<file path="config.mk">
export PLATFORM = sky130hd
export DESIGN_NAME = blinky_led_flat
export DESIGN_NICKNAME = d
export VERILOG_FILES = /design/src/rtl/blinky_led_if.sv /design/src/rtl/blinky_led.sv /design/src/flat_wrapper.sv
export SDC_FILE = /design/constraint.sdc
export NUM_CORES = 1
export LEC_CHECK = 0
export CAP_MARGIN = 15
export CORE_MARGIN = 10
export CORE_UTILIZATION = 50
export CTS_CLUSTER_DIAMETER = 40
export DETAILED_ROUTE_END_ITERATION = 16
export PLACE_DENSITY = 0.66
export SLEW_MARGIN = 20
export SYNTH_ARGS = -nofsm -noshare
export SYNTH_HDL_FRONTEND = slang
export SYNTH_SLANG_ARGS = --single-unit
export TNS_END_PERCENT = 50
</file>
<file path="constraint.sdc">
create_clock -name clk_i -period 5.1 [get_ports clk_i]
set_input_delay 0.765 -clock clk_i [delete_from_list [all_inputs] [get_ports clk_i]]
set_output_delay 0.765 -clock clk_i [all_outputs]
set_load 0.1 [all_outputs]
</file>
<file path="src/rtl/blinky_led_if.sv">
// rtl/blinky_led_if.sv - LED drive bundle for blinky_led
interface blinky_led_if;
    logic led_o;

    modport master (output led_o);
    modport slave  (input  led_o);
endinterface

</file>
<file path="src/rtl/blinky_led.sv">
// rtl/blinky_led.sv - free-running 50% duty LED blinker
// Optional SVA checks compiled in with BLINKY_LED_ASSERT_EN.
module blinky_led #(
    parameter int CyclesPerToggle = 50_000_000
) (
    input  logic              clk_i,
    input  logic              rst_ni,
    blinky_led_if.master      led_if
);

    localparam int CounterWidth = (CyclesPerToggle > 1) ? $clog2(CyclesPerToggle) : 1;
    localparam logic [CounterWidth-1:0] TermCount = CounterWidth'(CyclesPerToggle - 1);

    generate
        if (CyclesPerToggle < 1) begin : g_bad_param
            $error("blinky_led: CyclesPerToggle must be >= 1");
        end
    endgenerate

    logic [CounterWidth-1:0] count_q;
    logic                    led_q;

    // Terminal count is cleared explicitly so non-power-of-two periods are exact.
    always_ff @(posedge clk_i or negedge rst_ni) begin
        if (!rst_ni) begin
            count_q <= '0;
            led_q   <= 1'b0;
        end else if (count_q == TermCount) begin
            count_q <= '0;
            led_q   <= ~led_q;
        end else begin
            count_q <= count_q + 1'b1;
        end
    end

    assign led_if.led_o = led_q;

`ifdef BLINKY_LED_ASSERT_EN
    a_count_range: assert property (@(posedge clk_i) disable iff (!rst_ni)
        int'(count_q) < CyclesPerToggle)
        else $error("blinky_led: count=%0d led=%b out of range", count_q, led_q);

    // A toggle must follow every terminal count and nothing else; together this
    // pins each high and low interval to exactly CyclesPerToggle cycles.
    a_led_change_only_after_term: assert property (@(posedge clk_i) disable iff (!rst_ni)
        ($past(rst_ni) && $changed(led_q)) |-> ($past(count_q) == TermCount))
        else $error("blinky_led: unexpected toggle count=%0d led=%b", count_q, led_q);

    a_led_toggles_after_term: assert property (@(posedge clk_i) disable iff (!rst_ni)
        ($past(rst_ni) && $past(count_q) == TermCount) |-> $changed(led_q))
        else $error("blinky_led: missed toggle count=%0d led=%b", count_q, led_q);

    a_reset_state: assert property (@(posedge clk_i)
        !rst_ni |-> (led_q == 1'b0 && count_q == '0))
        else $error("blinky_led: reset state wrong count=%0d led=%b", count_q, led_q);
`endif

endmodule

</file>
<file path="src/flat_wrapper.sv">
// flat-port wrapper written by rule: the top's interface ports become plain ports
module blinky_led_flat 
#(
    parameter int CyclesPerToggle = 50_000_000
)
  (clk_i, rst_ni, led_if_led_o);
  blinky_led_if led_if_i ();
  input  logic clk_i;
  input  logic rst_ni;
  output wire logic [$bits(led_if_i.led_o)-1:0] led_if_led_o;
  assign led_if_led_o = led_if_i.led_o;
  blinky_led #(.CyclesPerToggle(CyclesPerToggle)) u_core (.clk_i(clk_i), .rst_ni(rst_ni), .led_if(led_if_i));
endmodule
</file>
After elaboration in Yosys (flattened, before gate mapping)
Cells that the tools add are included.
{"block": "totals", "regBits": 27, "wordCells": 6}
{"block": "classes", "n_mux": 1, "eq_ne": 1, "n_addsub": 1, "bitwise": 1}
{"operator": "adder 26 x 1 -> 26 bit, second input constant", "count": 1}
{"operator": "equality test 26 bit, second input constant", "count": 1}
{"operator": "two-way mux 26 bit", "count": 1}
{"operator": "NOT 1 bit", "count": 1}

Depth between registers and ports, before layout
Gate-level depths: netlist of run 1.
{"block": "depth", "depth_word": 2, "mapped_depth": 7}

Worst setup path before layout of run 1
No wires, ideal clock.
{"block": "synth_path", "kind": "reg-to-reg", "start": "reg u_core.count_q[0]", "end": "reg u_core.count_q[21]", "setup_time_ns": 0.130, "slack_ns": 3.357, "stages_incl_launch_ff": 8, "arrival_time_ns": 1.613, "t_required_ns": 4.970, "period_less_slack_ns": 1.743, "cell_sequence": "dfrtp_1 > ha_1 > and3_1 > buf_2 > nand2_1 > nor4_4 > buf_4 > a21oi_1"}
{"block": "synth_between", "elab_chain_len": 2, "word_cells_on_any_way": 3, "classes_between": "1 x add/sub; 1 x eq/ne; 1 x mux"}
{"item": "from (decl)", "line_no": "blinky_led.sv:20", "source": "logic [CounterWidth-1:0] count_q;"}
{"item": "from (signal assigned)", "line_no": "blinky_led.sv:32", "source": "count_q <= count_q + 1'b1;"}
{"item": "adder 26 x 1 -> 26 bit / equality test 26 bit (equally long branches)", "line_no": "blinky_led.sv:32, blinky_led.sv:28"}
{"item": "two-way mux 26 bit *", "line_no": "blinky_led.sv:28", "source": "end else if (count_q == TermCount) begin"}
Every way passes the cells marked *; elsewhere a longest branch is shown, timed or not.
A chain may end at the register's enable or synchronous reset.

Final worst setup path of run 1
{"block": "layout_path", "start": "reg u_core.led_q (netlist: u_core.led_if.led_o)", "end": "out led_if_led_o"}
{"item": "from (decl)", "line_no": "blinky_led.sv:21", "source": "logic led_q;"}
{"item": "from (signal assigned)", "line_no": "blinky_led.sv:30", "source": "led_q <= ~led_q;"}
{"item": "to (decl)", "line_no": "flat_wrapper.sv:10", "source": "output wire logic [$bits(led_if_i.led_o)-1:0] led_if_led_o;"}
No word-level cell between the ends.

==> results of run 1 <==
## through the flow
stage               hold WS [ps]  cells  util [%]  worst slack [ps]  cell area (µm²)
floorplan                    439    127         -              3360             1330
global placement             458    154      54.5              2850             1360
detailed placement           461    154      54.5              2850             1360
CTS                          488    158      55.6              2460             1390
global route                 509    158      55.6              2420             1390
finish                       485    158      55.6              2490             1390
## metal layers
layer  global-route usage [%]  part of all wire, %  up-vias
li1                         -                    -      456
met1                     12.4                   48      453
met2                     15.3                   47       11
met3                     2.20                  3.9        2
met4                     2.58                 0.59        0
met5                        0                    0        -
## cells by family after synthesis
logic type	count (synthesis)	share of synthesized area, %
DFF	27	50.8
xor gates and xnor gates	15	9.88
adders and majority gates	1	0.941
and+or+nand+nor	56	26.6
AOI/OAI and AO/OA	20	8.65
buffers and inverters	8	3.10
## registers in the layout (all words and copies together) (netlist names)
signal               cells
u_core.count_q          26
u_core.led_if.led_o      1
## power breakdown
| group | switching [mW] | internal [mW] |
|---|---|---|
| combinational | 0.00388 | 0.00117 |
| sequential | 0 | 0.214 |
| clock | 0.0593 | 0.0293 |
## layout make-up
| type | instances | share of cell area, % |
|---|---|---|
| well taps | 30 | 2.70 |
| inverters | 2 | 0.541 |
| repair buffers | 3 | 1.98 |
| clock inverters | 1 | 0.360 |
| flip-flops and latches | 27 | 48.6 |
| multi-input cells | 92 | 44.1 |
| clock buffers | 3 | 1.62 |
## final timing paths
path                                                    to  slack, ps  cells past startpoint
max                                           led_if_led_o       2490                      1
min                            u_core.count_q[6]$_DFF_PN0_        490                      1
max reg2reg                u_core.led_if.led_o$_DFFE_PN0N_       2900                      5
min reg2reg                    u_core.count_q[6]$_DFF_PN0_        490                      1
max in group asynchronous      u_core.count_q[3]$_DFF_PN0_       4060                      2
min in group asynchronous     u_core.count_q[11]$_DFF_PN0_        790                      2
## Yosys cell counts
master	n	area, µm²
buf_4	2	15.0
o21ai_0	6	30.0
nand4_4	1	21.3
xor2_1	9	78.8
inv_1	2	7.51
clkbuf_1	1	3.75
nor4_1	1	6.26
and3_1	3	18.8
or3_1	6	37.5
ha_1	1	12.5
or4_4	1	11.3
a21oi_2	1	8.76
and2_1	1	6.26
dfrtp_1	27	676
nand2_2	1	6.26
o31ai_1	3	22.5
nor4_4	1	21.3
nand3_1	10	50.1
or4_1	2	15.0
nand2b_1	1	6.26
a21oi_1	9	45.0
xnor2_1	6	52.6
and4bb_2	1	12.5
and4_4	1	11.3
buf_2	3	15.0
o41ai_1	1	8.76
and4_1	2	17.5
nor2_1	9	33.8
nor3_1	1	5.00
or4b_1	1	10.0
nor2b_1	1	6.26
nand4_1	5	31.3
nand2_1	7	26.3
==> reports/metrics.cfg, run 1 <==
[worst_setup_path]
slowest_stage=clkdlybuf4s50_1
worstSetupPathType=flop to output port
crit_path_max_incr_delay_ps=1140
cp.required_ps=4340
crit_path_end_kind=output port
path_cells=clkdlybuf4s50_1
crit_start=u_core.led_if.led_o$_DFFE_PN0N_
path_max_fanout=2
arrival_ps=1850
crit_family=buffers and inverters
rr_startpoint=u_core.count_q[0]$_DFF_PN0_
cp.buffers_inverters=1
worstSetupStartpointType=flop

[sta]
clock-skew-final_ps=4.02
hold_violations=0
finalSetupViolCount=0
drv_slew=0
worstMarginPinSlew_ps=971
setup_tns_ps=0
post-route-period-util_pct=51.2
period_needed_ps=2610
rsz0062_at_grt=false
fmax_ghz=0.383
slew_headroom_pct=35.0

[cts]
cts.clk_slew.worst_paths_ps=140
clock_latency_ps=310
holdBufCountCts=0
clock_path_buffers=2
cts.sinks=27
ctsResizeCount=0
clock-root-buffer=clkbuf_4
cts_inserted_buffers=3
cts_tree=yes
h-tree-depth=1
postCtsSetupBuffers=0

[cells_and_area]
areaGrowthSynthToFinish_pct=4.42
final_cell_mix=dfrtp_1 (27), nand3_1 (10), xor2_1 (9), nor2_1 (9), a21oi_1 (9)
multi_input_area_um2=613
drive_gt1_share_pct=9.38
seq_area_um2=676
fillers=219
nNetsFinal=132
layout_commonest_cell=dfrtp_1
antenna_cells=0

[detailed_routing]
post_drt_wl_per_cell_um=13.9
dr.first_iter.drc_count=106
dr.pass1.iters=4
vias=922
wl_mm=2.19
drt_drc_violations_left=0
ant_nets=0
via_per_inst=5.84

[global_route]
grt_usage_pct=9.52
grt-ovfl-total=0
grt_antenna_before_repair=0
grt_pass1_wl_mm=4.13
grt_pass1_vias=911
grt_max_degree=28

[synthesis]
netlist_area_um2=1330
postSynthCellCount=127
ys_ff_latch=27
postSynthAreaPerCell_um2=10.5
yosysWarnings=0
synthDistinctLibCells=33
yosysSeqAreaShare_pct=50.8
syn-num-nets=130

[floorplan]
top_level_ports=3
die_w_um=71.6
coreArea_um2=2500
dieArea_um2=5120
fp.dieH_um=71.6
start_util_pct=53.2
rows=18

[placement]
place_hpwl_mm=1.52
gp_congestion=0.764
port-buffer-count=2

[hold_path]
hold_start=u_core.count_q[6]$_DFF_PN0_
min_path_type=flop to flop

[flow_run]
max_cap_viol_count=0

[power_and_ir_drop]
p_total_uw=308
powerDensity_nw_per_um2=222
p_leak_nw=0.603
worst_ir_drop_vdd_mv=0.133

[run_status]
status=completed

(Power assumes the default switching activity.)
==> run 2, diff against run 1 <==
PLACE_DENSITY = 0.69   (was 0.66)
clock period = 2.1 ns   (was 5.1 ns; I/O delays follow)
==> run 2 against run 1 <==
  * Clock power rose to 2.6 times the previous value
  * Core utilization up 1.7 points
  * Via count grew 1.8%
  * Hold slack got worse by 150 ps
  * Critical path type is now flop to flop
  * Largest power group unchanged
  * Sequential share of layout area down 1.4 points
  * Highest routed layer unchanged
  * Combinational power increased to 2.5 times the previous value
  * Final area rose by 3.1%
  * Largest cell class unchanged
  * Critical endpoint is now u_core.count_q[22]$_DFF_PN0_
  * Critical path depth grew 4
==> reports/metrics.cfg, run 2 (synthesis results as in run 1) <==
[detailed_routing]
wl_mm=2.36  ; +7.5%
via_per_inst=5.73  ; -1.9%
dr.pass1.iters=4  ; unchanged
post_drt_wl_per_cell_um=14.4  ; +3.6%
drt_drc_violations_left=0  ; unchanged
vias=939  ; +1.8%
ant_nets=0  ; unchanged
dr.first_iter.drc_count=52  ; -51%

[power_and_ir_drop]
intPower_uw=595  ; +140%
pwr-share-comb_pct=1.7  ; about the same
switchingPower_uw=167  ; +160%
worst_ir_drop_vdd_mv=0.412  ; +210%
powerDensity_nw_per_um2=532  ; +140%
p_leak_nw=0.637  ; +5.6%
swShare_pct=21.9  ; +1.4 points
pwr-share-seq_pct=68.3  ; -1.3 points
clockPowerShare_pct=30.0  ; +1.2 points
p_total_uw=761  ; +150%

[cells_and_area]
final_cell_mix=dfrtp_1 (27), nand3_1 (10), xor2_1 (9), nor2_1 (9), a21oi_1 (9)
post-route-util_pct=57.3  ; +1.7 points
areaGrowthSynthToFinish_pct=7.62
antenna_cells=0  ; unchanged
drive_gt1_share_pct=14.2  ; +4.8 points
largest_reg_flops=26  ; unchanged
fin_cells=164  ; +3.8%
layout_commonest_cell=dfrtp_1
final_area_um2=1430  ; +3.1%
regMostFlops=u_core.count_q
nNetsFinal=138  ; +4.5%

[global_route]
grt_pass1_wl_mm=4.34  ; +5.0%
grt_max_degree=28  ; unchanged
grt_pass1_vias=937  ; +2.9%
grt_antenna_before_repair=0  ; unchanged
grt_usage_pct=10.1  ; +0.57 points
grt-ovfl-total=0  ; unchanged

[floorplan]
die_w_um=71.6  ; unchanged
start_util_pct=53.2  ; unchanged
fp.dieH_um=71.6  ; unchanged
coreArea_um2=2500  ; unchanged
rows=18  ; unchanged
dieArea_um2=5120  ; unchanged
top_level_ports=3  ; unchanged

[cts]
h-tree-depth=1  ; unchanged
holdBufCountCts=0  ; unchanged
clock_path_buffers=2  ; unchanged
postCtsSetupBuffers=0  ; unchanged
clock-root-buffer=clkbuf_4
cts_inserted_buffers=3  ; unchanged
cts.sinks=27  ; unchanged
cts_tree=yes
ctsResizeCount=0  ; unchanged
cts.clk_slew.worst_paths_ps=140  ; about the same
clock_latency_ps=330  ; +20 ps

[worst_setup_path]
rr_startpoint=u_core.count_q[0]$_DFF_PN0_
arrival_ps=2140  ; +290 ps
r2r_slack_ps=240  ; -2660 ps
rr_worst_depth=5  ; unchanged
r2r-end=u_core.count_q[22]$_DFF_PN0_
worstSetupPathType=flop to flop
crit_path_end_kind=flop
path_max_fanout=10  ; +8
cp.required_ps=2380  ; -1960 ps
worstSetupStartpointType=flop

[sta]
post-route-period-util_pct=88.7
slew_headroom_pct=76.9  ; +42 points
setup_ws_ps=237  ; -2250 ps
setup_tns_ps=0  ; unchanged
drv_slew=0  ; unchanged
worstMarginPinSlew_ps=347  ; -625 ps
period_needed_ps=1860
clock-skew-final_ps=2.99  ; -1.03 ps
rsz0062_at_grt=false
fmax_ghz=0.537
whs_ps=332  ; -154 ps
finalSetupViolCount=0  ; unchanged
hold_violations=0  ; unchanged

[placement]
place_hpwl_mm=1.69  ; +11%
placedInstanceArea_um2=1400  ; +3.1%
gp_congestion=0.833  ; +9.2%
preCtsSetupSlack_ps=266  ; -2580 ps
dp.cells=160  ; +3.9%
port-buffer-count=2  ; unchanged

[flow_run]
max_cap_viol_count=0  ; unchanged

[hold_path]
min_path_type=input pin to async pin

[run_status]
status=completed

-- run 2: cell types whose count changed in the layout (fill, tap and decap cells not counted) --
cell,previous run,this run
buf_4,1,8
clkdlybuf4s50_1,2,1
-- run 2: cell type report --
type	instances	area [µm²]
fill	215	1070
sequential	27	676
multi-input combinational	92	613
timing repair buffer	9	70.1
tap	30	37.5
clock buffer	3	22.5
inverter	2	7.51
clock inverter	1	5.00
-- run 2: metal layers --
layer / part of all wire [%] / vias to the layer above / track usage, %
li1: - / 469 / -
met1: 51 / 459 / 13.3
met2: 45 / 6 / 15.4
met3: 1.4 / 5 / 1.79
met4: 1.9 / 0 / 4.95
met5: 0 / - / 0
-- run 2: worst max-delay path: stages, from the launching register on --
cell,delay (ps)
dfrtp_1,410
ha_1,200
and3_1,320
nand4_4,200
or4_4,550
a21oi_2,130
-- run 2: power groups by stage --
stage                 logic, mW  clock network, mW  registers [mW]
global route             0.0148              0.254           0.520
global placement         0.0132                  0           0.530
floorplan           0.000000239                  0           0.530
CTS                      0.0137              0.237           0.520
detailed placement       0.0138                  0           0.530
finish                   0.0128              0.228           0.520
-- run 2: worst max-delay path by stage --
stage | start | end | slack [ps]
4_1_cts | u_core.count_q[0]$_DFF_PN0_ | u_core.count_q[22]$_DFF_PN0_ | 230
6_report | u_core.count_q[0]$_DFF_PN0_ | u_core.count_q[22]$_DFF_PN0_ | 240
3_5_place_dp | u_core.count_q[0]$_DFF_PN0_ | u_core.count_q[22]$_DFF_PN0_ | 270
5_1_grt | u_core.count_q[8]$_DFF_PN0_ | u_core.count_q[13]$_DFF_PN0_ | 100
3_3_place_gp | u_core.count_q[0]$_DFF_PN0_ | u_core.count_q[22]$_DFF_PN0_ | 320
2_1_floorplan | u_core.count_q[0]$_DFF_PN0_ | u_core.count_q[23]$_DFF_PN0_ | 360
